## src/rtl/mca_downsample_scheduler_pkg.sv

```systemverilog
// Shared types and helpers for the downsample scheduler.
// Latency: n/a (types and constant functions only).
// Backpressure: n/a.
package mca_downsample_scheduler_pkg;

    typedef enum logic [1:0] {
        SCH_IDLE    = 2'd0,
        SCH_WAIT    = 2'd1,
        SCH_CAPTURE = 2'd2
    } sch_state_t;

    // Bits needed for a counter spanning 0..n-1 (never narrower than 1 bit).
    function automatic int cnt_width(input int n);
        if (n <= 2) begin
            return 1;
        end
        return $clog2(n);
    endfunction

endpackage

```

## src/rtl/mca_sample_fifo2.sv

```systemverilog
// Two-entry valid/ready buffer with a registered head entry.
// Latency: a push into an empty buffer is visible on the head one cycle later.
// Backpressure: push while full with no pop is dropped and flagged on o_drop.
module mca_sample_fifo2 #(
    parameter int WIDTH = 32
) (
    input  logic             clk,
    input  logic             reset,
    input  logic             i_push_vld,
    input  logic [WIDTH-1:0] i_push_dat,
    output logic             o_pop_vld,
    input  logic             i_pop_rdy,
    output logic [WIDTH-1:0] o_pop_dat,
    output logic             o_drop
);

    logic [1:0]       r_cnt;
    logic [WIDTH-1:0] r_head;
    logic [WIDTH-1:0] r_tail;
    logic             w_pop;

    assign w_pop     = (r_cnt != 2'd0) && i_pop_rdy;
    assign o_pop_vld = (r_cnt != 2'd0);
    assign o_pop_dat = r_head;
    assign o_drop    = i_push_vld && (r_cnt == 2'd2) && !i_pop_rdy;

    // Occupancy and storage update; simultaneous push and pop are both honoured.
    always_ff @(posedge clk or posedge reset) begin
        if (reset) begin
            r_cnt  <= 2'd0;
            r_head <= '0;
            r_tail <= '0;
        end else begin
            case (r_cnt)
                2'd0: begin
                    if (i_push_vld) begin
                        r_head <= i_push_dat;
                        r_cnt  <= 2'd1;
                    end
                end
                2'd1: begin
                    case ({i_push_vld, w_pop})
                        2'b11: r_head <= i_push_dat;
                        2'b10: begin
                            r_tail <= i_push_dat;
                            r_cnt  <= 2'd2;
                        end
                        2'b01: r_cnt <= 2'd0;
                        default: r_cnt <= r_cnt;
                    endcase
                end
                2'd2: begin
                    if (w_pop) begin
                        r_head <= r_tail;
                        if (i_push_vld) begin
                            r_tail <= i_push_dat;
                        end else begin
                            r_cnt <= 2'd1;
                        end
                    end
                end
                default: r_cnt <= 2'd0;
            endcase
        end
    end

endmodule

```

## src/rtl/mca_downsample_scheduler.sv

```systemverilog
// Issues one adder start per DOWNSAMPLE_FACTOR accepted columns and captures the result.
// Latency: start one cycle after the last column; sample on out_* ADDER_LATENCY+1 cycles after start.
// Backpressure: 2-entry output buffer; a capture into a full buffer is dropped and sets overflow.
module mca_downsample_scheduler
    import mca_downsample_scheduler_pkg::*;
#(
    parameter int WIDTH_COEFFICIENT = 32,
    parameter int DOWNSAMPLE_FACTOR = 16,
    parameter int ADDER_LATENCY     = 6
) (
    input  logic                                clk,
    input  logic                                reset,
    input  logic                                enable,
    input  logic                                in_valid,
    output logic                                adder_start,
    input  logic signed [WIDTH_COEFFICIENT-1:0] adder_sample,
    output logic signed [WIDTH_COEFFICIENT-1:0] out_sample,
    output logic                                out_valid,
    input  logic                                out_ready,
    output logic                                busy,
    output logic                                overrun,
    output logic                                overflow,
    input  logic                                clear_err
);

    localparam int CNT_W = cnt_width(DOWNSAMPLE_FACTOR);
    localparam int LAT_W = cnt_width(ADDER_LATENCY);
    localparam logic [CNT_W-1:0] CNT_MAX  = CNT_W'(DOWNSAMPLE_FACTOR - 1);
    localparam logic [LAT_W-1:0] LAT_INIT = LAT_W'(ADDER_LATENCY - 1);

    logic [CNT_W-1:0] r_cnt;
    logic [LAT_W-1:0] r_lat;
    sch_state_t       r_state;
    logic             r_start;
    logic             r_overrun;
    logic             r_overflow;

    logic             w_col_acc;
    logic             w_start_due;
    logic             w_capture;
    logic             w_overrun_set;
    logic             w_drop;

    assign w_col_acc     = in_valid && enable;
    assign w_start_due   = w_col_acc && (r_cnt == CNT_MAX);
    assign w_capture     = (r_state == SCH_CAPTURE);
    // A start falling due while waiting on the adder is lost; CAPTURE can always chain a new start.
    assign w_overrun_set = w_start_due && (r_state == SCH_WAIT);

    assign adder_start = r_start;
    assign busy        = (r_state != SCH_IDLE);
    assign overrun     = r_overrun;
    assign overflow    = r_overflow;

    // Column counter: advances on accepted columns, wraps regardless of whether the start is taken.
    always_ff @(posedge clk or posedge reset) begin
        if (reset) begin
            r_cnt <= '0;
        end else if (w_col_acc) begin
            r_cnt <= (r_cnt == CNT_MAX) ? '0 : r_cnt + CNT_W'(1);
        end
    end

    // Sequencer: registered start pulse, fixed-latency wait, one-cycle capture.
    always_ff @(posedge clk or posedge reset) begin
        if (reset) begin
            r_state <= SCH_IDLE;
            r_start <= 1'b0;
            r_lat   <= '0;
        end else begin
            r_start <= 1'b0;
            case (r_state)
                SCH_IDLE: begin
                    if (w_start_due) begin
                        r_start <= 1'b1;
                        r_lat   <= LAT_INIT;
                        r_state <= SCH_WAIT;
                    end
                end
                SCH_WAIT: begin
                    if (r_lat == '0) begin
                        r_state <= SCH_CAPTURE;
                    end else begin
                        r_lat <= r_lat - LAT_W'(1);
                    end
                end
                SCH_CAPTURE: begin
                    if (w_start_due) begin
                        r_start <= 1'b1;
                        r_lat   <= LAT_INIT;
                        r_state <= SCH_WAIT;
                    end else begin
                        r_state <= SCH_IDLE;
                    end
                end
                default: r_state <= SCH_IDLE;
            endcase
        end
    end

    // Sticky error flags; a new error event takes priority over clear_err.
    always_ff @(posedge clk or posedge reset) begin
        if (reset) begin
            r_overrun  <= 1'b0;
            r_overflow <= 1'b0;
        end else begin
            if (w_overrun_set) begin
                r_overrun <= 1'b1;
            end else if (clear_err) begin
                r_overrun <= 1'b0;
            end
            if (w_drop) begin
                r_overflow <= 1'b1;
            end else if (clear_err) begin
                r_overflow <= 1'b0;
            end
        end
    end

    mca_sample_fifo2 #(
        .WIDTH(WIDTH_COEFFICIENT)
    ) u_fifo (
        .clk       (clk),
        .reset     (reset),
        .i_push_vld(w_capture),
        .i_push_dat(adder_sample),
        .o_pop_vld (out_valid),
        .i_pop_rdy (out_ready),
        .o_pop_dat (out_sample),
        .o_drop    (w_drop)
    );

endmodule
```

## config.mk

```make
export PLATFORM = sky130hd
export DESIGN_NAME = mca_downsample_scheduler
export DESIGN_NICKNAME = d
export VERILOG_FILES = /design/src/rtl/mca_downsample_scheduler_pkg.sv /design/src/rtl/mca_sample_fifo2.sv /design/src/rtl/mca_downsample_scheduler.sv
export SDC_FILE = /design/constraint.sdc
export NUM_CORES = 1
export LEC_CHECK = 0
export BUFFER_PORTS_ARGS = -buffer_cell sky130_fd_sc_hd__buf_2
export CORE_ASPECT_RATIO = 1.2
export CORE_MARGIN = 2
export CORE_UTILIZATION = 49
export DETAILED_ROUTE_END_ITERATION = 12
export MAX_ROUTING_LAYER = met4
export PLACE_DENSITY = 0.85
export SETUP_SLACK_MARGIN = 0.4
export SYNTH_ARGS = -nofsm -noshare
export SYNTH_HDL_FRONTEND = slang
export SYNTH_SLANG_ARGS = --single-unit
```

## constraint.sdc

```tcl
create_clock -name clk -period 2.2 [get_ports clk]
set_input_delay 0.44 -clock clk [delete_from_list [all_inputs] [get_ports clk]]
set_output_delay 0.44 -clock clk [all_outputs]
set_load 0.01 [all_outputs]
```

==> results of run 1 <==
-- layer usage --
| metal | vias up | wire [um] | share of wire (%) |
|---|---|---|---|
| met5 | - | 0 | 0 |
| met3 | 11 | 247 | 4.0 |
| met1 | 1089 | 2740 | 44 |
| met2 | 49 | 3140 | 50 |
| met4 | 0 | 110 | 1.8 |
| li1 | 1021 | - | - |
-- worst max path at each step --
stage,end,cells after the start
after floorplan,u_fifo.o_pop_dat[19],5
after global placement,u_fifo.r_tail[12],5
after detailed placement,u_fifo.r_tail[5],5
after CTS,out_valid,2
after global routing,u_fifo.o_pop_dat[15],4
final,out_valid,2
-- worst reg2reg max path, cell delays in order (launching register included) --
cell,delay [ns]
sky130_fd_sc_hd__dfrtp_1,0.41
sky130_fd_sc_hd__nand2b_1,0.20
sky130_fd_sc_hd__o31ai_4,0.24
sky130_fd_sc_hd__buf_4,0.33
sky130_fd_sc_hd__mux2_2,0.40
-- layout make-up --
type / instances / area [um^2] / area share (%)
multi-input combinational: 145 / 1470 / 35.0
inverter: 7 / 30.0 / 0.714
clock buffer: 10 / 128 / 3.04
timing repair buffer: 80 / 428 / 10.2
clock inverter: 5 / 85.1 / 2.02
tap: 87 / 109 / 2.59
sequential: 78 / 1950 / 46.5
-- registers in the layout (all words and copies together), names as in the netlist, 2 cells and up --
name / count
u_fifo.r_tail: 32
r_lat: 3
r_cnt: 4
r_state: 2
u_fifo.r_cnt: 2
u_fifo.o_pop_dat: 32
-- through the flow --
stage | utilization, % | hold WS (ns) | setup slack (ns)
after floorplan | - | 0.442 | 0.616
after global placement | 57.7 | 0.463 | 0.459
after detailed placement | 57.7 | 0.475 | 0.410
after CTS | 60.8 | 0.200 | 0.430
after global routing | 61.0 | 0.231 | 0.415
final | 61.0 | 0.181 | 0.458
-- cell usage in the layout (no fill, tap or decap), drive strengths merged --
cell | Yosys | layout
nor3b | 2 | 2
inv | 7 | 6
nor2b | 4 | 4
dfrtp | 78 | 78
nand3b | 1 | 1
or3 | 2 | 2
and3b | 1 | 1
clkinv | 0 | 2
or2 | 3 | 3
bufinv | 0 | 2
nand2 | 5 | 5
xnor2 | 2 | 2
nand2b | 3 | 3
mux2 | 97 | 97
clkbuf | 0 | 10
o22ai | 2 | 2
or4 | 1 | 1
o32ai | 2 | 2
a21oi | 1 | 1
o31ai | 2 | 2
buf | 10 | 80
ha | 3 | 3
o21ai | 8 | 8
nand3 | 6 | 6
clkinvlp | 0 | 2
-- repair_timing --
action,CTS,global route
setup endpoints to repair,0,27
hold endpoints to repair,0,0
gates resized for setup,0,3
-- kinds of logic (layout without fill, tap and decap cells) --
group | after synthesis | after routing | share of synthesized area, %
flip-flops | 78 | 78 | 55.7
AO/OA/AOI/OAI | 15 | 15 | 3.07
adder cells (fa/ha/maj) | 3 | 3 | 1.07
multiplexers | 97 | 97 | 32.2
XOR/XNOR | 2 | 2 | 0.500
buffers and inverters | 17 | 102 | 2.75
AND/OR/NAND/NOR | 28 | 28 | 4.72
-- power by group --
group	switching, mW	leakage (nW)	internal (mW)
combinational	0.434	0.973	0.490
sequential	0.168	1.01	1.74
clock	0.508	0.103	0.637
==> flow_summary.html, run 1 <==
<table>
<tr><th>Metric</th><th>Value</th></tr>
<tr><th colspan="2">Clocking</th></tr>
<tr><td>Insertion delay of the later-clocked pin in the worst-skew pair</td><td>0.35 ns</td></tr>
<tr><td>Number of hold-repair buffers added at the cts stage</td><td>0</td></tr>
<tr><td>Sinks on Clock Net</td><td>approximately 80</td></tr>
<tr><td>Post-CTS Setup Inserts</td><td>0</td></tr>
<tr><td>Clock-pin slew of the registers on the worst-case setup and hold paths</td><td>0.08 ns</td></tr>
<tr><td>CTS tree</td><td>built</td></tr>
<tr><td>Library cell used as clock root buffer</td><td>sky130_fd_sc_hd__clkbuf_8</td></tr>
<tr><td>Worst-case clock buffer depth</td><td>2</td></tr>
<tr><td>Number of clock buffers inserted by TritonCTS</td><td>9</td></tr>
<tr><td>Htree depth</td><td>3</td></tr>
<tr><th colspan="2">Route</th></tr>
<tr><td>Vias per cell</td><td>5.27</td></tr>
<tr><td>First-pass iteration count of the detailed router</td><td>4</td></tr>
<tr><td>DRC errors left</td><td>0</td></tr>
<tr><td>Number of nets still failing antenna checks after routing</td><td>0</td></tr>
<tr><td>Number of vias in the routed layout</td><td>2,170</td></tr>
<tr><td>Avg WL per Cell</td><td>15.1 um</td></tr>
<tr><td>Drt first-iter violations</td><td>between 60 and 70</td></tr>
<tr><td>Total wire length after detailed routing</td><td>6230 um</td></tr>
<tr><th colspan="2">Yosys</th></tr>
<tr><td>Leading cell type by number of instances after synthesis</td><td>sky130_fd_sc_hd__dfrtp_1</td></tr>
<tr><td>Post-Syn Instances</td><td>240</td></tr>
<tr><td>Proportion of synthesized chip area in sequential cells</td><td>55.7%</td></tr>
<tr><td>Share of flip-flops with an asynchronous set or reset after synthesis</td><td>100%</td></tr>
<tr><td>Most used flip-flop cell after synthesis</td><td>sky130_fd_sc_hd__dfrtp_1</td></tr>
<tr><td>Mean instance size in the synthesized netlist</td><td>~15 um^2</td></tr>
<tr><td>Number of enable-type register cells in the synthesized netlist</td><td>0</td></tr>
<tr><td>Net count of the mapped netlist</td><td>between 200 and 300</td></tr>
<tr><td>Netlist Area Pre-Place</td><td>0.00350 mm^2</td></tr>
<tr><td>Post-synthesis cell type count</td><td>28</td></tr>
<tr><td>Cell types with the largest area share after synthesis</td><td>sky130_fd_sc_hd__dfrtp_1 56%, sky130_fd_sc_hd__mux2_2 16%, sky130_fd_sc_hd__mux2_1 13%</td></tr>
<tr><td>Most common library cells after synthesis</td><td>78 x sky130_fd_sc_hd__dfrtp_1, 49 x sky130_fd_sc_hd__mux2_2, 39 x sky130_fd_sc_hd__mux2_1</td></tr>
<tr><td>Share of the synthesized area in the top cell type</td><td>between 50 and 60%</td></tr>
<tr><td>Flip-flop and latch count after synthesis</td><td>78</td></tr>
<tr><td>Biggest area consumer among synthesized cells</td><td>sky130_fd_sc_hd__dfrtp_1</td></tr>
<tr><td>Synth Warn #</td><td>0</td></tr>
<tr><th colspan="2">Global routing</th></tr>
<tr><td>Via count of the first global-routing pass</td><td>2,294</td></tr>
<tr><td>Layer with the highest usage</td><td>met2</td></tr>
<tr><td>Grt met2 use</td><td>28.9%</td></tr>
<tr><td>Overflow after GRT</td><td>0</td></tr>
<tr><td>M1 GR Usage</td><td>22.3%</td></tr>
<tr><td>Global routing met3 resource utilization</td><td>4.29%</td></tr>
<tr><td>Global-route wire length before repair</td><td>10,700 um</td></tr>
<tr><td>Total global-route track usage</td><td>18.3%</td></tr>
<tr><td>Largest net degree at the start of global routing</td><td>between 70 and 80</td></tr>
<tr><td>Antenna violations before repair</td><td>0</td></tr>
<tr><th colspan="2">Floorplanning</th></tr>
<tr><td>Initial core utilization</td><td>roughly half</td></tr>
<tr><td>Io pins</td><td>75</td></tr>
<tr><td>Floorplan die height</td><td>96.6 um</td></tr>
<tr><td>Placement Rows</td><td>33</td></tr>
<tr><td>Area of the core</td><td>around 0.0069 mm^2</td></tr>
<tr><td>X dimension of the die</td><td>81.2 um</td></tr>
<tr><td>Total Die Area</td><td>between 0.007 and 0.008 mm^2</td></tr>
<tr><th colspan="2">Setup path</th></tr>
<tr><td>Cell with the largest stage delay on the worst path</td><td>sky130_fd_sc_hd__dfrtp_2</td></tr>
<tr><td>Flop-to-flop setup slack</td><td>0.50 ns</td></tr>
<tr><td>Worst flop-to-flop path startpoint</td><td>r_state[0]</td></tr>
<tr><td>Data required time of the critical path</td><td>1.76 ns</td></tr>
<tr><td>Biggest fanout along the worst timing path</td><td>8</td></tr>
<tr><td>Crit-path leading delay family</td><td>flip-flops</td></tr>
<tr><td>Buffers and inverters on the worst path</td><td>1</td></tr>
<tr><td>Arrival time at the worst endpoint</td><td>1.30 ns</td></tr>
<tr><td>Worst setup path startpoint</td><td>u_fifo.r_cnt[1]</td></tr>
<tr><td>Delay of the slowest cell on the worst path</td><td>0.49 ns</td></tr>
<tr><td>Setup CP Type</td><td>reg -&gt; out</td></tr>
<tr><td>R2r worst-path depth</td><td>4</td></tr>
<tr><td>Critical Path End Type</td><td>primary output</td></tr>
<tr><td>Critical register-to-register path endpoint</td><td>u_fifo.o_pop_dat[15]</td></tr>
<tr><td>Crit path launch type</td><td>flip-flop</td></tr>
<tr><td>Series of cell instances along the critical path</td><td>or2_2, buf_2</td></tr>
<tr><th colspan="2">Cells and area</th></tr>
<tr><td># nets final</td><td>362</td></tr>
<tr><td>Finished Cell Area</td><td>0.00420 mm^2</td></tr>
<tr><td>Layout cells sized above 1</td><td>between 40 and 50%</td></tr>
<tr><td>Count of antenna diodes in the layout</td><td>0</td></tr>
<tr><td>Number of fill cells</td><td>~540</td></tr>
<tr><td>Area delta synth-&gt;final</td><td>20.0%</td></tr>
<tr><td>Final Non-Filler Cells</td><td>a little over 400</td></tr>
<tr><th colspan="2">Pwr</th></tr>
<tr><td>Worst IR drop on VDD</td><td>~0.59 mV</td></tr>
<tr><td>Static Leak</td><td>2.08 nW</td></tr>
<tr><td>Pwr Total</td><td>approximately 4.0 mW</td></tr>
<tr><td>Total power per unit cell area</td><td>946 mW/mm^2</td></tr>
<tr><th colspan="2">Timing</th></tr>
<tr><td>Clock skew after layout</td><td>0.0104 ns</td></tr>
<tr><td>Number of pins with negative max-slew slack in the final report</td><td>0</td></tr>
<tr><td>Slew at the pin with the worst max-slew slack</td><td>around 0.42 ns</td></tr>
<tr><td>Setup repair after global routing missed its margin</td><td>false</td></tr>
<tr><td>Final period util</td><td>approximately four fifths</td></tr>
<tr><td>Fmax</td><td>0.574 GHz</td></tr>
<tr><td>Relative slew slack</td><td>71.7%</td></tr>
<tr><td>Count of final hold-check violations</td><td>0</td></tr>
<tr><td>Final Setup Violations</td><td>0</td></tr>
<tr><td>Final Critical Period</td><td>about 1.7 ns</td></tr>
<tr><td>Final sum of negative setup slack</td><td>0 ns</td></tr>
<tr><th colspan="2">Outcome</th></tr>
<tr><td>Status</td><td>completed</td></tr>
<tr><th colspan="2">Job</th></tr>
<tr><td>Max-cap viol count</td><td>0</td></tr>
<tr><th colspan="2">Placement</th></tr>
<tr><td>Gpl congestion</td><td>about 0.76</td></tr>
<tr><td>Number of port buffers</td><td>74</td></tr>
<tr><td>Post-DP HPWL</td><td>4270 um</td></tr>
<tr><td>Placed Instances</td><td>between 300 and 400</td></tr>
<tr><td>Cell area after placement</td><td>0.00398 mm^2</td></tr>
<tr><th colspan="2">Worst hold path</th></tr>
<tr><td>Hold/Removal Path Class</td><td>in -&gt; async</td></tr>
</table>
(Power assumes the default switching activity.)
==> run 2, diff against run 1 <==
--- a/config.mk
+++ b/config.mk
@@ -8,10 +8,10 @@
 export BUFFER_PORTS_ARGS = -buffer_cell sky130_fd_sc_hd__buf_2
 export CORE_ASPECT_RATIO = 1.2
 export CORE_MARGIN = 2
-export CORE_UTILIZATION = 49
+export CORE_UTILIZATION = 50
 export DETAILED_ROUTE_END_ITERATION = 12
 export MAX_ROUTING_LAYER = met4
-export PLACE_DENSITY = 0.85
+export PLACE_DENSITY = 0.83
 export SETUP_SLACK_MARGIN = 0.4
 export SYNTH_ARGS = -nofsm -noshare
 export SYNTH_HDL_FRONTEND = slang
==> constraint.sdc (replaced) <==
create_clock -name clk -period 1.71 [get_ports clk]
set_input_delay 0.342 -clock clk [delete_from_list [all_inputs] [get_ports clk]]
set_output_delay 0.342 -clock clk [all_outputs]
set_load 0.01 [all_outputs]
==> run 2 against run 1 <==
Against the previous run: critical path depth grew 4; largest cell class unchanged; first-iteration DRC count is 10% lower; count of clock-buffer cells in the layout is 1 higher; critical path type is now reg -> reg; clock skew shrank 0.0037 ns; die area is 1.9% lower; combinational power increased by 57%.
==> flow_summary.html, run 2 (same netlist as run 1, synthesis figures left out) <==
<table>
<tr><th>Metric</th><th>Value</th></tr>
<tr><th colspan="2">Outcome</th></tr>
<tr><td>Status</td><td>completed</td></tr>
<tr><th colspan="2">Setup path</th></tr>
<tr><td>Delay of the slowest cell on the worst path</td><td>0.41 ns (-0.08 ns)</td></tr>
<tr><td>Worst setup path startpoint</td><td>r_state[0]</td></tr>
<tr><td>Arrival time at the worst endpoint</td><td>1.88 ns (+0.58 ns)</td></tr>
<tr><td>Biggest fanout along the worst timing path</td><td>13 (+5)</td></tr>
<tr><td>Setup CP Type</td><td>reg -&gt; reg</td></tr>
<tr><td>Data required time of the critical path</td><td>1.94 ns (+0.18 ns)</td></tr>
<tr><td>Series of cell instances along the critical path</td><td>buf_4, nor2b_2, o21ai_4, buf_4, buf_16, mux2_4</td></tr>
<tr><td>Cell with the largest stage delay on the worst path</td><td>sky130_fd_sc_hd__dfrtp_1</td></tr>
<tr><td>Most used cell along the critical path</td><td>sky130_fd_sc_hd__buf_4</td></tr>
<tr><td>Critical Path End Type</td><td>flip-flop</td></tr>
<tr><td>R2r worst-path depth</td><td>6 (+2)</td></tr>
<tr><td>Crit path launch type</td><td>flip-flop</td></tr>
<tr><td>Worst flop-to-flop path startpoint</td><td>r_state[0]</td></tr>
<tr><th colspan="2">Placement</th></tr>
<tr><td>Number of port buffers</td><td>74 (unchanged)</td></tr>
<tr><td>Gpl congestion</td><td>0.734 (-2.9%)</td></tr>
<tr><td>Post-DP HPWL</td><td>4550 um (+6.5%)</td></tr>
<tr><td>Dpl ws</td><td>0.0121 ns (-0.398 ns)</td></tr>
<tr><th colspan="2">Route</th></tr>
<tr><td>Total wire length after detailed routing</td><td>7400 um (+19%)</td></tr>
<tr><td>Number of nets still failing antenna checks after routing</td><td>0 (unchanged)</td></tr>
<tr><td>Top Layer Used</td><td>met4</td></tr>
<tr><td>DR WL met3</td><td>309 um (+25%)</td></tr>
<tr><td>Drt first-iter violations</td><td>60 (-10%)</td></tr>
<tr><td>Avg WL per Cell</td><td>17.0 um (+12%)</td></tr>
<tr><td>Number of vias in the routed layout</td><td>2,279 (+5.0%)</td></tr>
<tr><td>DRC errors left</td><td>0 (unchanged)</td></tr>
<tr><td>Total met2 wirelength after detailed routing</td><td>4000 um (+27%)</td></tr>
<tr><td>Vias per cell</td><td>5.23 (-0.76%)</td></tr>
<tr><td>Detailed-routing wirelength on met1</td><td>3010 um (+10%)</td></tr>
<tr><td>First-pass iteration count of the detailed router</td><td>4 (unchanged)</td></tr>
<tr><th colspan="2">Timing</th></tr>
<tr><td>Clock skew after layout</td><td>0.00678 ns (-0.00367 ns)</td></tr>
<tr><td>Final period util</td><td>96.0%</td></tr>
<tr><td>Min setup slack post-route</td><td>0.0683 ns (-0.390 ns)</td></tr>
<tr><td>Relative slew slack</td><td>72.4% (+0.73 points)</td></tr>
<tr><td>Setup repair after global routing missed its margin</td><td>true</td></tr>
<tr><td>Fmax</td><td>~0.61 GHz</td></tr>
<tr><td>Final sum of negative setup slack</td><td>0 ns (unchanged)</td></tr>
<tr><td>Final Critical Period</td><td>1.64 ns</td></tr>
<tr><td>Count of final hold-check violations</td><td>0 (unchanged)</td></tr>
<tr><td>Final Setup Violations</td><td>0 (unchanged)</td></tr>
<tr><td>Slew at the pin with the worst max-slew slack</td><td>0.414 ns (-0.0109 ns)</td></tr>
<tr><td>Hold WS</td><td>0.0924 ns (-0.0890 ns)</td></tr>
<tr><td>Number of pins with negative max-slew slack in the final report</td><td>0 (unchanged)</td></tr>
<tr><th colspan="2">Clocking</th></tr>
<tr><td>Htree depth</td><td>3 (unchanged)</td></tr>
<tr><td>Insertion delay of the later-clocked pin in the worst-skew pair</td><td>0.35 ns (about the same)</td></tr>
<tr><td>Clock-pin slew of the registers on the worst-case setup and hold paths</td><td>0.08 ns (about the same)</td></tr>
<tr><td>Worst-case clock buffer depth</td><td>2 (unchanged)</td></tr>
<tr><td>Sinks on Clock Net</td><td>78 (unchanged)</td></tr>
<tr><td>CTS tree</td><td>built</td></tr>
<tr><td>Number of clock buffers inserted by TritonCTS</td><td>9 (unchanged)</td></tr>
<tr><td>Library cell used as clock root buffer</td><td>sky130_fd_sc_hd__clkbuf_8</td></tr>
<tr><th colspan="2">Global routing</th></tr>
<tr><td>Largest net degree at the start of global routing</td><td>79 (unchanged)</td></tr>
<tr><td>Global-route wire length before repair</td><td>11,800 um (+11%)</td></tr>
<tr><td>Via count of the first global-routing pass</td><td>2,406 (+4.9%)</td></tr>
<tr><td>Overflow after GRT</td><td>0 (unchanged)</td></tr>
<tr><td>Antenna violations before repair</td><td>0 (unchanged)</td></tr>
<tr><td>Total global-route track usage</td><td>21.5% (+3.1 points)</td></tr>
<tr><th colspan="2">Floorplanning</th></tr>
<tr><td>Total Die Area</td><td>0.00769 mm^2 (-1.9%)</td></tr>
<tr><td>Placement Rows</td><td>33 (unchanged)</td></tr>
<tr><td>Io pins</td><td>75 (unchanged)</td></tr>
<tr><td>Area of the core</td><td>0.00681 mm^2 (-1.2%)</td></tr>
<tr><td>Floorplan die height</td><td>95.7 um (-0.96%)</td></tr>
<tr><td>Initial core utilization</td><td>51.4% (+0.62 points)</td></tr>
<tr><td>X dimension of the die</td><td>80.4 um (-0.95%)</td></tr>
<tr><th colspan="2">Cells and area</th></tr>
<tr><td>Number of fill cells</td><td>509 (-6.3%)</td></tr>
<tr><td>Layout cells sized above 1</td><td>63.3% (+14 points)</td></tr>
<tr><td>Count of antenna diodes in the layout</td><td>0 (unchanged)</td></tr>
<tr><td>Share of the core filled with cells in the final layout</td><td>69.7% (+8.7 points)</td></tr>
<tr><td>Leading cell types in the layout, fill and taps excluded</td><td>76 x sky130_fd_sc_hd__dfrtp_1, 73 x sky130_fd_sc_hd__buf_2, 42 x sky130_fd_sc_hd__mux2_4</td></tr>
<tr><td># nets final</td><td>385 (+6.4%)</td></tr>
<tr><td>Area delta synth-&gt;final</td><td>35.5%</td></tr>
<tr><td>Most frequent standard cell in the layout excluding fill and tap cells</td><td>sky130_fd_sc_hd__dfrtp_1</td></tr>
<tr><th colspan="2">Pwr</th></tr>
<tr><td>Worst IR drop on VDD</td><td>0.933 mV (+57%)</td></tr>
<tr><td>Static Leak</td><td>2.36 nW (+13%)</td></tr>
<tr><td>Pwr Total</td><td>5.38 mW (+35%)</td></tr>
<tr><td>Total power per unit cell area</td><td>1130 mW/mm^2 (+20%)</td></tr>
<tr><th colspan="2">Job</th></tr>
<tr><td>Max-cap viol count</td><td>0 (unchanged)</td></tr>
<tr><th colspan="2">Worst hold path</th></tr>
<tr><td>Hold/Removal Path Class</td><td>in -&gt; async</td></tr>
</table>
==> run 2: timing repair <==
item                                    4_1_cts  5_1_grt
endpoints found under the setup margin       71       70
setup buffers                                14        3
pin swaps                                     3        2
gates resized for setup                      22       12
cloned                                        4        0
hold buffers                                  0        0
==> run 2: per-stage QoR <==
step                cells  area, um^2
finish                436        4750
global route          436        4750
detailed placement    399        4170
global placement      399        4170
CTS                   433        4690
floorplan             240        3640
==> run 2: critical path: cells and delay by family (launching register included) <==
family          cells  cell delay, ns
buf+inv             3            0.47
flops               1            0.41
simple gates        1            0.24
compound gates      1            0.12
mux                 1            0.29
==> run 2: where the power goes <==
part | internal (mW) | switching, mW | total (mW) | leakage [nW]
registers | 2.24 | 0.248 | 2.49 | 1.00
clock network | 0.751 | 0.690 | 1.44 | 0.0976
logic | 0.828 | 0.624 | 1.45 | 1.25
==> run 2: area by class of cell <==
type                            instances  area [um^2]  area share (%)
Sequential cell                        78         1950            41.2
Multi-Input combinational cell        145         1660            35.0
Timing Repair Buffer                  103          782            16.5
Clock buffer                           11          151            3.19
Tap cell                               87          109            2.29
Clock inverter                          5         57.6            1.21
Inverter                                7         30.0           0.633
==> run 2: final timing paths <==
check,endpoint,slack [ns]
setup / recovery,u_fifo.r_tail[29],0.07
hold / removal,u_fifo.o_pop_dat[1],0.09
setup reg to reg,u_fifo.r_tail[29],0.07
hold reg to reg,u_fifo.r_tail[16],0.49
max in group asynchronous,u_fifo.o_pop_dat[11],1.29
min in group clk,overrun,0.19
==> run 2: layer usage <==
metal	track usage [%]	vias up
met4	6.36	0
li1	-	1062
met3	5.30	6
met5	-	-
met1	25.1	1165
met2	36.7	46
